### config.mk
export PLATFORM = sky130hd
export DESIGN_NAME = ycbcr_multi_threshold
export DESIGN_NICKNAME = d
export VERILOG_FILES = /design/src/rtl/ycbcr_multi_threshold_pkg.sv /design/src/rtl/ycbcr_window_cmp.sv /design/src/rtl/ycbcr_multi_threshold.sv
export SDC_FILE = /design/constraint.sdc
export NUM_CORES = 1
export LEC_CHECK = 0
export ABC_AREA = 1
export BUFFER_PORTS_ARGS = -buffer_cell sky130_fd_sc_hd__clkbuf_2
export CAP_MARGIN = 30
export CORE_MARGIN = 4
export CORE_UTILIZATION = 30
export CTS_CLUSTER_DIAMETER = 120
export DETAILED_ROUTE_END_ITERATION = 10
export PLACE_DENSITY = 0.55
export SLEW_MARGIN = 5
export SYNTH_ARGS = -nofsm -noshare
export SYNTH_HDL_FRONTEND = slang
export SYNTH_SLANG_ARGS = --single-unit
### constraint.sdc
create_clock -name clk -period 3 [get_ports clk]
set_input_delay 0.6 -clock clk [delete_from_list [all_inputs] [get_ports clk]]
set_output_delay 0.6 -clock clk [all_outputs]
set_load 0.02 [all_outputs]
### src/rtl/ycbcr_multi_threshold_pkg.sv
// Shared constants for the YCbCr multi-class threshold stage: field encodings,
// ctrl bit positions and the power-on threshold set.
package ycbcr_multi_threshold_pkg;

   localparam int unsigned FLD_W   = 3;
   localparam int unsigned NUM_THR = 6;
   localparam int unsigned CTRL_W  = 2;

   localparam logic [FLD_W-1:0] FLD_Y_LO  = 3'd0;
   localparam logic [FLD_W-1:0] FLD_Y_HI  = 3'd1;
   localparam logic [FLD_W-1:0] FLD_CB_LO = 3'd2;
   localparam logic [FLD_W-1:0] FLD_CB_HI = 3'd3;
   localparam logic [FLD_W-1:0] FLD_CR_LO = 3'd4;
   localparam logic [FLD_W-1:0] FLD_CR_HI = 3'd5;
   localparam logic [FLD_W-1:0] FLD_CTRL  = 3'd6;

   localparam int unsigned CTRL_EN_BIT  = 0;
   localparam int unsigned CTRL_YEN_BIT = 1;

   localparam int unsigned Y_LO_DEF  = 'h00;
   localparam int unsigned Y_HI_DEF  = 'hFF;
   localparam int unsigned CB_LO_DEF = 'h00;
   localparam int unsigned CB_HI_DEF = 'hFF;
   localparam int unsigned CR_LO_DEF = 'hAF;
   localparam int unsigned CR_HI_DEF = 'hFF;
   localparam int unsigned CTRL_DEF  = 'h01;

   // Reset value of one field for one class; only class 0 has a non-zero set.
   function automatic int unsigned thr_default(input int unsigned cls, input int unsigned fld);
      if (cls != 0) return 0;
      case (fld)
         0:       return Y_LO_DEF;
         1:       return Y_HI_DEF;
         2:       return CB_LO_DEF;
         3:       return CB_HI_DEF;
         4:       return CR_LO_DEF;
         5:       return CR_HI_DEF;
         default: return CTRL_DEF;
      endcase
   endfunction

endpackage

### src/rtl/ycbcr_window_cmp.sv
// One class: shadow/active threshold banks committed at frame start, plus the
// strict Y/Cb/Cr window compare registered as the stage-1 hit.
module ycbcr_window_cmp
   import ycbcr_multi_threshold_pkg::*;
#(
   parameter int unsigned DW        = 8,
   parameter int unsigned CLASS_IDX = 0
) (
   input  logic             clk,
   input  logic             rst_n,
   input  logic             vsync_rise_i,
   input  logic             cfg_wr_i,
   input  logic [FLD_W-1:0] cfg_field_i,
   input  logic [DW-1:0]    cfg_data_i,
   input  logic             de_i,
   input  logic [DW-1:0]    y_i,
   input  logic [DW-1:0]    cb_i,
   input  logic [DW-1:0]    cr_i,
   output logic             hit_o,
   output logic             en_o
);

   function automatic logic [NUM_THR-1:0][DW-1:0] thr_reset();
      logic [NUM_THR-1:0][DW-1:0] r;
      for (int unsigned f = 0; f < NUM_THR; f++) begin
         r[f] = DW'(thr_default(CLASS_IDX, f));
      end
      return r;
   endfunction

   localparam logic [NUM_THR-1:0][DW-1:0] THR_RST  = thr_reset();
   localparam logic [CTRL_W-1:0]          CTRL_RST = CTRL_W'(thr_default(CLASS_IDX, NUM_THR));

   logic [NUM_THR-1:0][DW-1:0] shd_thr_q, shd_thr_d;
   logic [NUM_THR-1:0][DW-1:0] act_thr_q, act_thr_d;
   logic [CTRL_W-1:0]          shd_ctrl_q, shd_ctrl_d;
   logic [CTRL_W-1:0]          act_ctrl_q, act_ctrl_d;
   logic                       hit_q, hit_d;
   logic                       en_q, en_d;

   function automatic logic in_win(input logic [DW-1:0] lo, input logic [DW-1:0] v,
                                   input logic [DW-1:0] hi);
      return (lo < v) && (v < hi);
   endfunction

   // Active bank loads the pre-write shadow contents, so a write landing on
   // the commit cycle waits for the following frame start.
   always_comb begin
      shd_thr_d  = shd_thr_q;
      shd_ctrl_d = shd_ctrl_q;
      act_thr_d  = act_thr_q;
      act_ctrl_d = act_ctrl_q;
      if (cfg_wr_i) begin
         for (int unsigned f = 0; f < NUM_THR; f++) begin
            if (cfg_field_i == FLD_W'(f)) shd_thr_d[f] = cfg_data_i;
         end
         if (cfg_field_i == FLD_CTRL) shd_ctrl_d = cfg_data_i[CTRL_W-1:0];
      end
      if (vsync_rise_i) begin
         act_thr_d  = shd_thr_q;
         act_ctrl_d = shd_ctrl_q;
      end
      en_d  = act_ctrl_q[CTRL_EN_BIT];
      hit_d = de_i & act_ctrl_q[CTRL_EN_BIT]
            & in_win(act_thr_q[FLD_CB_LO], cb_i, act_thr_q[FLD_CB_HI])
            & in_win(act_thr_q[FLD_CR_LO], cr_i, act_thr_q[FLD_CR_HI])
            & (~act_ctrl_q[CTRL_YEN_BIT] | in_win(act_thr_q[FLD_Y_LO], y_i, act_thr_q[FLD_Y_HI]));
   end

   always_ff @(posedge clk or negedge rst_n) begin
      if (!rst_n) begin
         shd_thr_q  <= THR_RST;
         act_thr_q  <= THR_RST;
         shd_ctrl_q <= CTRL_RST;
         act_ctrl_q <= CTRL_RST;
         hit_q      <= 1'b0;
         en_q       <= 1'b0;
      end else begin
         shd_thr_q  <= shd_thr_d;
         act_thr_q  <= act_thr_d;
         shd_ctrl_q <= shd_ctrl_d;
         act_ctrl_q <= act_ctrl_d;
         hit_q      <= hit_d;
         en_q       <= en_d;
      end
   end

   assign hit_o = hit_q;
   assign en_o  = en_q;

endmodule

### src/rtl/ycbcr_multi_threshold.sv
// Colour segmentation: per-class window hits combined into a mono mask, with a
// 2-cycle sync delay line and per-frame saturating hit counters.
module ycbcr_multi_threshold
   import ycbcr_multi_threshold_pkg::*;
#(
   parameter int unsigned DW        = 8,
   parameter int unsigned NUM_CLASS = 2,
   parameter int unsigned CNT_W     = 20
) (
   input  logic                       clk,
   input  logic                       rst_n,
   input  logic                       ycbcr_vsync,
   input  logic                       ycbcr_hsync,
   input  logic                       ycbcr_de,
   input  logic [DW-1:0]              luminance,
   input  logic [DW-1:0]              cb_data,
   input  logic [DW-1:0]              cr_data,
   input  logic                       cfg_wr,
   input  logic [2:0]                 cfg_class,
   input  logic [FLD_W-1:0]           cfg_field,
   input  logic [DW-1:0]              cfg_data,
   input  logic                       combine_all,
   output logic                       post_vsync,
   output logic                       post_hsync,
   output logic                       post_de,
   output logic                       monoc,
   output logic [NUM_CLASS-1:0]       class_hit,
   output logic [NUM_CLASS*CNT_W-1:0] hit_cnt,
   output logic                       frame_done
);

   logic [2:0]                      sync_s1_q, sync_s1_d;
   logic [2:0]                      sync_s2_q, sync_s2_d;
   logic                            comb_s1_q, comb_s1_d;
   logic [NUM_CLASS-1:0]            class_hit_q, class_hit_d;
   logic                            monoc_q, monoc_d;
   logic [NUM_CLASS-1:0][CNT_W-1:0] cnt_q, cnt_d;
   logic [NUM_CLASS-1:0][CNT_W-1:0] hit_cnt_q, hit_cnt_d;
   logic                            frame_done_q, frame_done_d;

   logic                            vsync_rise_c;
   logic [NUM_CLASS-1:0]            cls_wr_c;
   logic [NUM_CLASS-1:0]            hit_s1;
   logic [NUM_CLASS-1:0]            en_s1;
   logic                            any_en_c;
   logic                            all_hit_c;

   assign vsync_rise_c = ycbcr_vsync & ~sync_s1_q[2];

   for (genvar g = 0; g < NUM_CLASS; g++) begin : g_cls
      assign cls_wr_c[g] = cfg_wr & (cfg_class == 3'(g));

      ycbcr_window_cmp #(
         .DW        (DW),
         .CLASS_IDX (g)
      ) u_cmp (
         .clk          (clk),
         .rst_n        (rst_n),
         .vsync_rise_i (vsync_rise_c),
         .cfg_wr_i     (cls_wr_c[g]),
         .cfg_field_i  (cfg_field),
         .cfg_data_i   (cfg_data),
         .de_i         (ycbcr_de),
         .y_i          (luminance),
         .cb_i         (cb_data),
         .cr_i         (cr_data),
         .hit_o        (hit_s1[g]),
         .en_o         (en_s1[g])
      );
   end

   // AND mode ignores disabled classes; with nothing enabled the mask is black.
   assign any_en_c  = |en_s1;
   assign all_hit_c = &(hit_s1 | ~en_s1);

   always_comb begin
      sync_s1_d    = {ycbcr_vsync, ycbcr_hsync, ycbcr_de};
      sync_s2_d    = sync_s1_q;
      comb_s1_d    = combine_all;
      class_hit_d  = hit_s1;
      monoc_d      = comb_s1_q ? (any_en_c & all_hit_c) : |hit_s1;
      cnt_d        = cnt_q;
      hit_cnt_d    = hit_cnt_q;
      frame_done_d = vsync_rise_c;
      // A stage-1 hit in the commit cycle belongs to the new frame.
      for (int unsigned k = 0; k < NUM_CLASS; k++) begin
         if (vsync_rise_c) begin
            hit_cnt_d[k] = cnt_q[k];
            cnt_d[k]     = CNT_W'(hit_s1[k]);
         end else if (hit_s1[k] && (cnt_q[k] != {CNT_W{1'b1}})) begin
            cnt_d[k] = cnt_q[k] + CNT_W'(1);
         end
      end
   end

   always_ff @(posedge clk or negedge rst_n) begin
      if (!rst_n) begin
         sync_s1_q    <= '0;
         sync_s2_q    <= '0;
         comb_s1_q    <= 1'b0;
         class_hit_q  <= '0;
         monoc_q      <= 1'b0;
         cnt_q        <= '0;
         hit_cnt_q    <= '0;
         frame_done_q <= 1'b0;
      end else begin
         sync_s1_q    <= sync_s1_d;
         sync_s2_q    <= sync_s2_d;
         comb_s1_q    <= comb_s1_d;
         class_hit_q  <= class_hit_d;
         monoc_q      <= monoc_d;
         cnt_q        <= cnt_d;
         hit_cnt_q    <= hit_cnt_d;
         frame_done_q <= frame_done_d;
      end
   end

   assign post_vsync = sync_s2_q[2];
   assign post_hsync = sync_s2_q[1];
   assign post_de    = sync_s2_q[0];
   assign monoc      = monoc_q;
   assign class_hit  = class_hit_q;
   assign hit_cnt    = hit_cnt_q;
   assign frame_done = frame_done_q;

endmodule

Yosys cells after proc, flatten, opt, wreduce, memory -nomap -nowiden
Index checks and enable logic that the tools add are counted.
{ "totals": {"reg_bits": 295} }
{ "op_classes": {"n_addsub": 2, "magnitude_cmp": 12, "n_eq_ne": 9, "mux": 5, "bitwise_logic": 19, "n_reduce_logical": 29} }
{ "op_table": {"columns": ["op", "n"], "rows": [
  ["< comparator 8 bit", 12],
  ["two-way mux 20 bit", 4],
  ["adder 20 x 1 -> 20 bit (second input constant)", 2],
  ["!= test 20 bit (second input constant)", 2],
  ["AND reduction 2 bit", 15],
  ["AND 1 bit", 12],
  ["equality test 3 bit (second input constant)", 3],
  ["logical AND 1 bit", 8],
  ["equality test 3 x 1 -> 1 bit (second input constant)", 2],
  ["equality test 3 x 2 -> 1 bit (second input constant)", 2],
  ["logical NOT 3 bit", 2],
  ["nonzero test 2 bit", 2],
  ["OR reduction 2 bit", 2],
  ["inverter 1 bit", 3],
  ["inverter 2 bit", 1],
  ["bitwise OR 1 bit", 2],
  ["bitwise OR 2 bit", 1],
  ["two-way mux 1 bit", 1]
]} }

Depth between registers and ports, before layout
Gate-level depths: netlist of the first run.
{ "logic_depth": {"depth_word": 5, "mapped_depth": 12} }

Cells and area by module
Synthesis of the first run repeated with hierarchy kept, for this count alone.
{ "hier_totals": {"hier_cells": 1614, "hier_area_um2": 14604.0} }
{ "by_module_without_submodules": {"columns": ["mod", "n_inst", "cells_each", "area_each_um2", "seq_area_each_um2"], "rows": [
  ["ycbcr_window_cmp (g_cls[0].u_cmp)", 1, 534, 5126.2, 2630.0],
  ["ycbcr_window_cmp (g_cls[1].u_cmp)", 1, 534, 5048.6, 2552.4],
  ["ycbcr_multi_threshold", 1, 546, 4429.2, 2277.2]
]} }

Worst setup path before layout of the first run
Ideal clock, no wire load.
{ "synth_timing": {"kind": "input to register", "startpoint": "input port cfg_class[1]", "endpoint": "register g_cls[1].u_cmp.shd_thr_q[15] (netlist bit)", "t_arrival_ps": 1666, "required_ps": 2875, "setup_slack_ps": 1209, "cell_stages": 4, "path_cell_list": "nor3b_2 nand2_4 nor2_4 mux2_2"} }
{ "synth_via": {"elab_chain_len": 3} }
{ "synth_lines": {"columns": ["element", "line_no", "rtl"], "rows": [
  ["start: declaration", "ycbcr_multi_threshold.sv:19", "input logic [2:0] cfg_class,"],
  ["equality test 3 x 1 -> 1 bit", "ycbcr_multi_threshold.sv:51", "assign cls_wr_c[g] = cfg_wr & (cfg_class == 3'(g));"],
  ["AND 1 bit", "ycbcr_multi_threshold.sv:51", null],
  ["AND reduction 2 bit (no source line)", null, null],
  ["end signal: assignment", "ycbcr_window_cmp.sv:79", "shd_thr_q <= shd_thr_d;"],
  ["end: declaration", "ycbcr_window_cmp.sv:34", "logic [NUM_THR-1:0][DW-1:0] shd_thr_q, shd_thr_d;"]
]} }
Every way passes these cells.
A chain may end at the register's enable or synchronous reset.

Worst setup path in the final report of the first run
{ "layout_timing": {"startpoint": "register cnt_q[20] (netlist bit)", "endpoint": "register cnt_q[25] (netlist bit)"} }
{ "layout_via": {"elab_chain_len": 3} }
{ "layout_lines": {"columns": ["element", "line_no", "rtl"], "rows": [
  ["start: declaration", "ycbcr_multi_threshold.sv:37", "logic [NUM_CLASS-1:0][CNT_W-1:0] cnt_q, cnt_d;"],
  ["start signal: assignment", "ycbcr_multi_threshold.sv:112", "cnt_q <= cnt_d;"],
  ["adder 20 x 1 -> 20 bit / != test 20 bit (equally long branches)", "ycbcr_multi_threshold.sv:91, ycbcr_multi_threshold.sv:90", null],
  ["two-way mux 20 bit / logical AND 1 bit (equally long branches)", "ycbcr_multi_threshold.sv:90", "end else if (hit_s1[k] && (cnt_q[k] != {CNT_W{1'b1}})) begin"],
  ["two-way mux 20 bit / nonzero test 2 bit (equally long branches)", null, null]
]} }
Several ways; a longest one is shown, not always the timed one. The select of a mux whose other input is x is not followed.

==> results of run 1 <==
power by group:
group	internal, µW	switching [µW]
clock network	2530	1740
logic	520	890
registers	4560	244
total	7610	2880
layout by cell type (no fill, tap or decap), types with 3 or more instances in the layout:
cell       instances
dfstp_2           62
clkbuf_1           8
o21ai_1           19
clkbuf_2          90
nand2_2           16
clkbuf_8           7
inv_2              6
clkbuf_16         35
buf_4              6
dfrtp_1          233
clkinv_4           3
nor2_1            68
inv_1            191
ha_1              86
nand3_1           70
clkinv_2           6
nor2_4            15
o21ai_0          201
nor3_1            18
nand2_4            4
xor2_1            20
nand4_1           23
mux2_2            42
a21oi_1           20
nand2_1          418
buf_12             7
final timing paths:
path | cells past startpoint | to | start | slack (ns)
hold reg to reg | 0 | sync_s2_q[1] | sync_s1_q[1] | 0.35
min in group clk | 1 | sync_s1_q[1] | ycbcr_hsync | 0.18
setup / recovery | 9 | cnt_q[25] | cnt_q[20] | 0.83
max in group asynchronous | 2 | g_cls[0].u_cmp.act_thr_q[11] | rst_n | 2.17
hold / removal | 1 | cnt_q[9] | rst_n | 0.03
setup reg to reg | 9 | cnt_q[25] | cnt_q[20] | 0.83
logic make-up (layout without fill, tap and decap cells):
kind of cell / after synthesis / count (layout) / synth area share
AND/OR/NAND/NOR: 641 / 641 / 0.197
adder cells (fa/ha/maj): 86 / 86 / 0.0755
XOR/XNOR: 20 / 20 / 0.0123
multiplexers: 42 / 42 / 0.0332
flip-flops: 295 / 295 / 0.523
buffers and inverters: 254 / 368 / 0.0723
AO/OA/AOI/OAI: 243 / 243 / 0.0860
final cells by class:
type | instances | area [µm²]
Tap cell | 607 | 759
Sequential cell | 295 | 7460
Timing Repair Buffer | 104 | 651
Fill cell | 4818 | 30200
Clock inverter | 14 | 168
Inverter | 200 | 766
Multi-Input combinational cell | 1032 | 5760
Clock buffer | 50 | 1000
flip-flops by register name, summed over array words and instances, names as in the netlist:
name / count
g_cls.u_cmp.act_thr_q: 96
g_cls.u_cmp.shd_thr_q: 96
cnt_q: 40
hit_cnt: 40
g_cls.u_cmp.act_ctrl_q: 4
g_cls.u_cmp.shd_ctrl_q: 4
sync_s1_q: 3
sync_s2_q: 3
class_hit: 2
g_cls.u_cmp.en_o: 2
g_cls.u_cmp.hit_o: 2
comb_s1_q: 1
frame_done: 1
monoc: 1
metrics by stage:
stage	setup WS, ns	total power (µW)
3_5_place_dp	0.820	6310
2_1_floorplan	1.21	5750
5_1_grt	0.640	11100
4_1_cts	0.798	10700
6_report	0.831	10500
3_3_place_gp	0.842	6250
metal layers:
metal,global-route usage,share of wire,up-vias,wire length [µm]
li1,-,-,5259,-
met1,0.197,0.48,5058,16800
met2,0.229,0.46,187,16300
met3,0.0218,0.043,45,1520
met4,0.0338,0.019,0,656
met5,0,0,-,0
critical path, delay by kind of cell, from the launching register on:
family | cells | cell delay, ns
buffers and inverters | 2 | 0.35
AND/OR/NAND/NOR | 4 | 0.39
flip-flops | 1 | 0.48
AO/OA/AOI/OAI | 2 | 0.53
adder cells (fa/ha/maj) | 1 | 0.34
synthesized netlist by cell type:
| cell type | instances |
|---|---|
| nand2_2 | 16 |
| nand3b_1 | 2 |
| buf_12 | 1 |
| nor2_1 | 68 |
| o2111ai_1 | 1 |
| buf_2 | 22 |
| nor2_4 | 15 |
| a21oi_1 | 20 |
| inv_2 | 7 |
| a21boi_0 | 1 |
| nor3b_2 | 1 |
| buf_6 | 3 |
| o21ai_0 | 201 |
| inv_6 | 1 |
| or2_2 | 1 |
| clkbuf_1 | 25 |
| o21bai_1 | 1 |
| ha_1 | 86 |
| buf_1 | 3 |
| dfrtp_1 | 233 |
| nor3_4 | 2 |
| nand4_1 | 23 |
| o21ai_1 | 19 |
| dfstp_2 | 62 |
| nand2_4 | 4 |
| mux2_2 | 42 |
| nand2_1 | 418 |
| nor3b_1 | 1 |
| xor2_1 | 20 |
| clkinv_4 | 1 |
| nor2_2 | 1 |
| inv_1 | 191 |
| nor3_2 | 1 |
| nor3_1 | 18 |
| nand3_1 | 70 |
==> out/metrics.csv, run 1 <==
metric,value,unit
p_per_area,633,nW/µm²
wire_per_inst,15.3,µm
fin_setup_tns,0,ns
numCtsBuffers,35,
dpl_cell_area,15400,µm²
final_util,0.354,
synth_area_leaders,"dfrtp_1 41%, dfstp_2 11%, nand2_1 11%",
setup_violations,0,
die_h,226,µm
cts_num_sinks,295,
cts_root_buf,clkbuf_16,
avgSynthCellArea,9.01,µm²
place.gp.congestion,0.871,
rows,79,
grt_pass1_wl,57800,µm
cts_resized,0,
ys_ff_latch,295,
tightestPinTransition,0.569,ns
insertedDiodeCount,0,
clkSlewWorstSetupHoldPaths,0.06,ns
first_global_vias,10700,
worstPathArrival,2.62,ns
synth_top_area_frac,0.409,
nets,1799,
dpl.hpwl,24900,µm
slowest_stage,dfrtp_1,
portBuffers,91,
yosys.area.top_type,dfrtp_1,
track_usage,0.140,
grt_max_degree,108,
critPathCaptureType,flip-flop,
min_period,2.17,ns
final-max-slew-violation-count,0,
drc,0,
synthCells,1581,
finalNonFillerCells,2302,
finalInstanceArea,16600,µm²
worst-endpoint-required,3.45,ns
die_w,226,µm
syn-cell-area,14300,µm²
ir_worst_vdd,0.000486,V
finalHoldViolCount,0,
syn_nets,1712,
dieArea,51100,µm²
drt_iter0_drc,600,
dp_cells,2238,
drt_wl_total,35300,µm
area_growth,16.3,%
drive_gt1_frac,0.185,
crit_chain,ha_1 > nand3_1 > inv_2 > nand2_2 > nor2_4 > a21oi_1 > buf_4 > nand3_1 > o21ai_1,
yosysSeqAreaShare,0.523,
status,completed,
fmaxAchievable,461,MHz
max-cap-violations,0,
synth.distinct_cells,35,
via_per_inst,4.58,
clk_latency,0.54,ns
slowest_delay,0.48,ns
clockBufferDepth,3,
ios,92,
max_slew_margin,0.621,
worstHoldPathType,input port to async pin,
timing.final.crit_share,0.723,
yosysWarnings,0,
grt-ovfl-total,0,
grt_setup_unrepaired,false,
start_util,0.305,
cts_tree,done,
fin_hold_ws,0.0297,ns
htreeDepth,2,
cts_setup_buffers,0,
vias,10500,
core_area,46800,µm²
antenna_found_initial,1,
hold_buffers,0,
total_leakage_power,0.00792,µW
cp_max_fo,8,
skew,0.0176,ns
first_pass_iters,4,
path_class,flip-flop to flip-flop,
start_kind,flip-flop,
ant_nets,0,
cp_common_cell,nand3_1,
No activity file was read; power rests on OpenSTA's default activity.
==> run 2, diff against run 1 <==
Settings changed: ABC_AREA 1 to 0, PLACE_DENSITY 0.55 to 0.57.
Clock period 3 ns to 1.8 ns, I/O delays scaled along.
==> out/metrics.csv, run 2 <==
metric,value,unit
status,"finished, violations left",
violations,setup timing,
area_growth,27.8,%
post-synth-top-count-cell,nand2_1,
wire_per_inst,16.0,µm
final_common_cell,nand2_1,
first_global_vias,10000,
clockBufferDepth,3,
synthArstFlopShare,1.00,
ys.flop_type,dfrtp_1,
reg2reg_depth,6,
clk_latency,0.52,ns
grt_max_degree,84,
top_layer,met4,
met3_length,1270,µm
final-max-slew-violation-count,0,
syn_nets,1416,
cp_max_fo,2,
start_util,0.304,
ir_worst_vdd,0.000490,V
whs_endpoint,sync_s1_q[0],
via_per_inst,4.61,
ys_ff_latch,295,
layout_common_cells,"355 x nand2_1, 232 x dfrtp_1, 114 x buf_4",
cts_num_sinks,295,
drive_gt1_frac,0.325,
p_total,17000,µW
cts_root_buf,clkbuf_16,
synth_top_area_frac,0.433,
tightestPinTransition,0.500,ns
grt_setup_unrepaired,true,
wl_met2,16500,µm
synth_edf_count,0,
core_area,44300,µm²
syn-cell-area,13500,µm²
grt-ovfl-total,0,
worstHoldPathType,input port to flip-flop,
fin_hold_ws,0.215,ns
rr_endpoint,g_cls[1].u_cmp.hit_o,
setup_violations,2,
p_per_area,988,nW/µm²
timing.final.crit_share,1.07,
ff2ff_setup_slack,-0.13,ns
nets,1635,
worst-endpoint-required,2.21,ns
start_kind,flip-flop,
min_period,1.93,ns
drt_iter0_drc,590,
max_slew_margin,0.667,
clkSlewWorstSetupHoldPaths,0.06,ns
setup_slack,-0.130,ns
yosysWarnings,0,
insertedDiodeCount,0,
rows,77,
max-cap-violations,0,
ant_nets,0,
synthTopCellsByCount,"357 x nand2_1, 233 x dfrtp_1, 100 x mux2_2, 86 x ha_1, 69 x inv_1",
critPathCaptureType,flip-flop,
dieArea,48400,µm²
first_pass_iters,5,
yosys.area.top_type,dfrtp_1,
finalHoldViolCount,0,
hold_depth,3,
dpl_cell_area,15700,µm²
worstPathArrival,2.34,ns
vias,9780,
yosysSeqAreaShare,0.553,
die_w,220,µm
portBuffers,91,
fill_cells,4377,
drt_wl_total,33900,µm
synth.distinct_cells,57,
cts_tree,done,
finalInstanceArea,17200,µm²
grt_pass1_wl,54300,µm
path_class,flip-flop to flip-flop,
skew,0.0144,ns
finalNonFillerCells,2120,
hp-start,ycbcr_de,
track_usage,0.141,
place.gp.congestion,0.866,
synth_area_leaders,"dfrtp_1 43%, dfstp_2 12%, nand2_1 9.9%",
reg_top3,"g_cls.u_cmp.act_thr_q x96, g_cls.u_cmp.shd_thr_q x96",
antenna_found_initial,1,
die_h,220,µm
total_leakage_power,0.00848,µW
ios,92,
synthCells,1285,
fmaxAchievable,518,MHz
numCtsBuffers,35,
dp_cells,2049,
htreeDepth,2,
drc,0,
fin_setup_tns,-0.224,ns
reg2reg_from,g_cls[1].u_cmp.act_thr_q[5],
avgSynthCellArea,10.5,µm²
dpl.hpwl,23500,µm
wl_met1,15400,µm
[run 2: kinds of logic (layout without fill, tap and decap cells)]
family,after synthesis,after routing,share of synthesized area
fa+ha+maj,86,86,0.0798
mux,102,102,0.0850
buf+inv,118,361,0.0337
xor+xnor,28,28,0.0182
compound gates,131,131,0.0594
simple gates,525,525,0.171
flops,295,295,0.553
[run 2: area by class of cell]
class / count / area, µm² / area share
repair buffers: 230 / 1770 / 0.103
multi-input cells: 872 / 5830 / 0.339
inverters: 70 / 268 / 0.0155
clock inverters: 7 / 62.6 / 0.00363
well taps: 592 / 741 / 0.0430
flip-flops and latches: 295 / 7460 / 0.433
clock buffers: 54 / 1090 / 0.0633
[run 2: repair_timing]
| item | in CTS | in global routing |
|---|---|---|
| buffers inserted | 0 | 6 |
| gates resized for setup | 27 | 20 |
| setup endpoints to repair | 9 | 20 |
| hold endpoints to repair | 41 | 0 |
| pin swaps | 16 | 15 |
| hold buffers | 4 | 0 |
[run 2: worst max path at each step]
stage	startpoint	to	slack (ns)	cells after the start
after floorplan	g_cls[0].u_cmp.act_thr_q[7]	g_cls[0].u_cmp.hit_o	-0.07	6
after global placement	luminance[7]	g_cls[1].u_cmp.hit_o	-0.32	8
after detailed placement	cb_data[7]	g_cls[1].u_cmp.hit_o	-0.47	8
after CTS	g_cls[1].u_cmp.act_thr_q[5]	g_cls[1].u_cmp.hit_o	-0.12	6
after global routing	g_cls[1].u_cmp.act_thr_q[5]	g_cls[1].u_cmp.hit_o	-0.24	6
final	g_cls[1].u_cmp.act_thr_q[5]	g_cls[1].u_cmp.hit_o	-0.13	6
[run 2: through the flow]
step | worst slack [ns] | utilization
after floorplan | -0.0655 | -
after global placement | -0.322 | 0.355
after detailed placement | -0.472 | 0.355
after CTS | -0.121 | 0.386
after global routing | -0.240 | 0.389
final | -0.130 | 0.389
[run 2: critical path: stages, from the launching register on]
cell and delay (ns):
dfrtp_1 0.39, ha_1 0.28, and3_4 0.18, a211o_1 0.26
a221oi_2 0.17, o211ai_1 0.22, a2111oi_4 0.34
[run 2: power breakdown]
group	switching [µW]	internal [µW]	leakage [µW]	total, µW
Clock	2740	4300	0.000570	7040
Combinational	1180	1030	0.00412	2220
Sequential	336	7440	0.00379	7770
[run 2: routing by layer]
| metal | GRT usage | vias to the layer above |
|---|---|---|
| met1 | 0.182 | 4849 |
| li1 | - | 4737 |
| met4 | 0.0366 | 0 |
| met5 | 0 | - |
| met2 | 0.245 | 141 |
| met3 | 0.0256 | 53 |
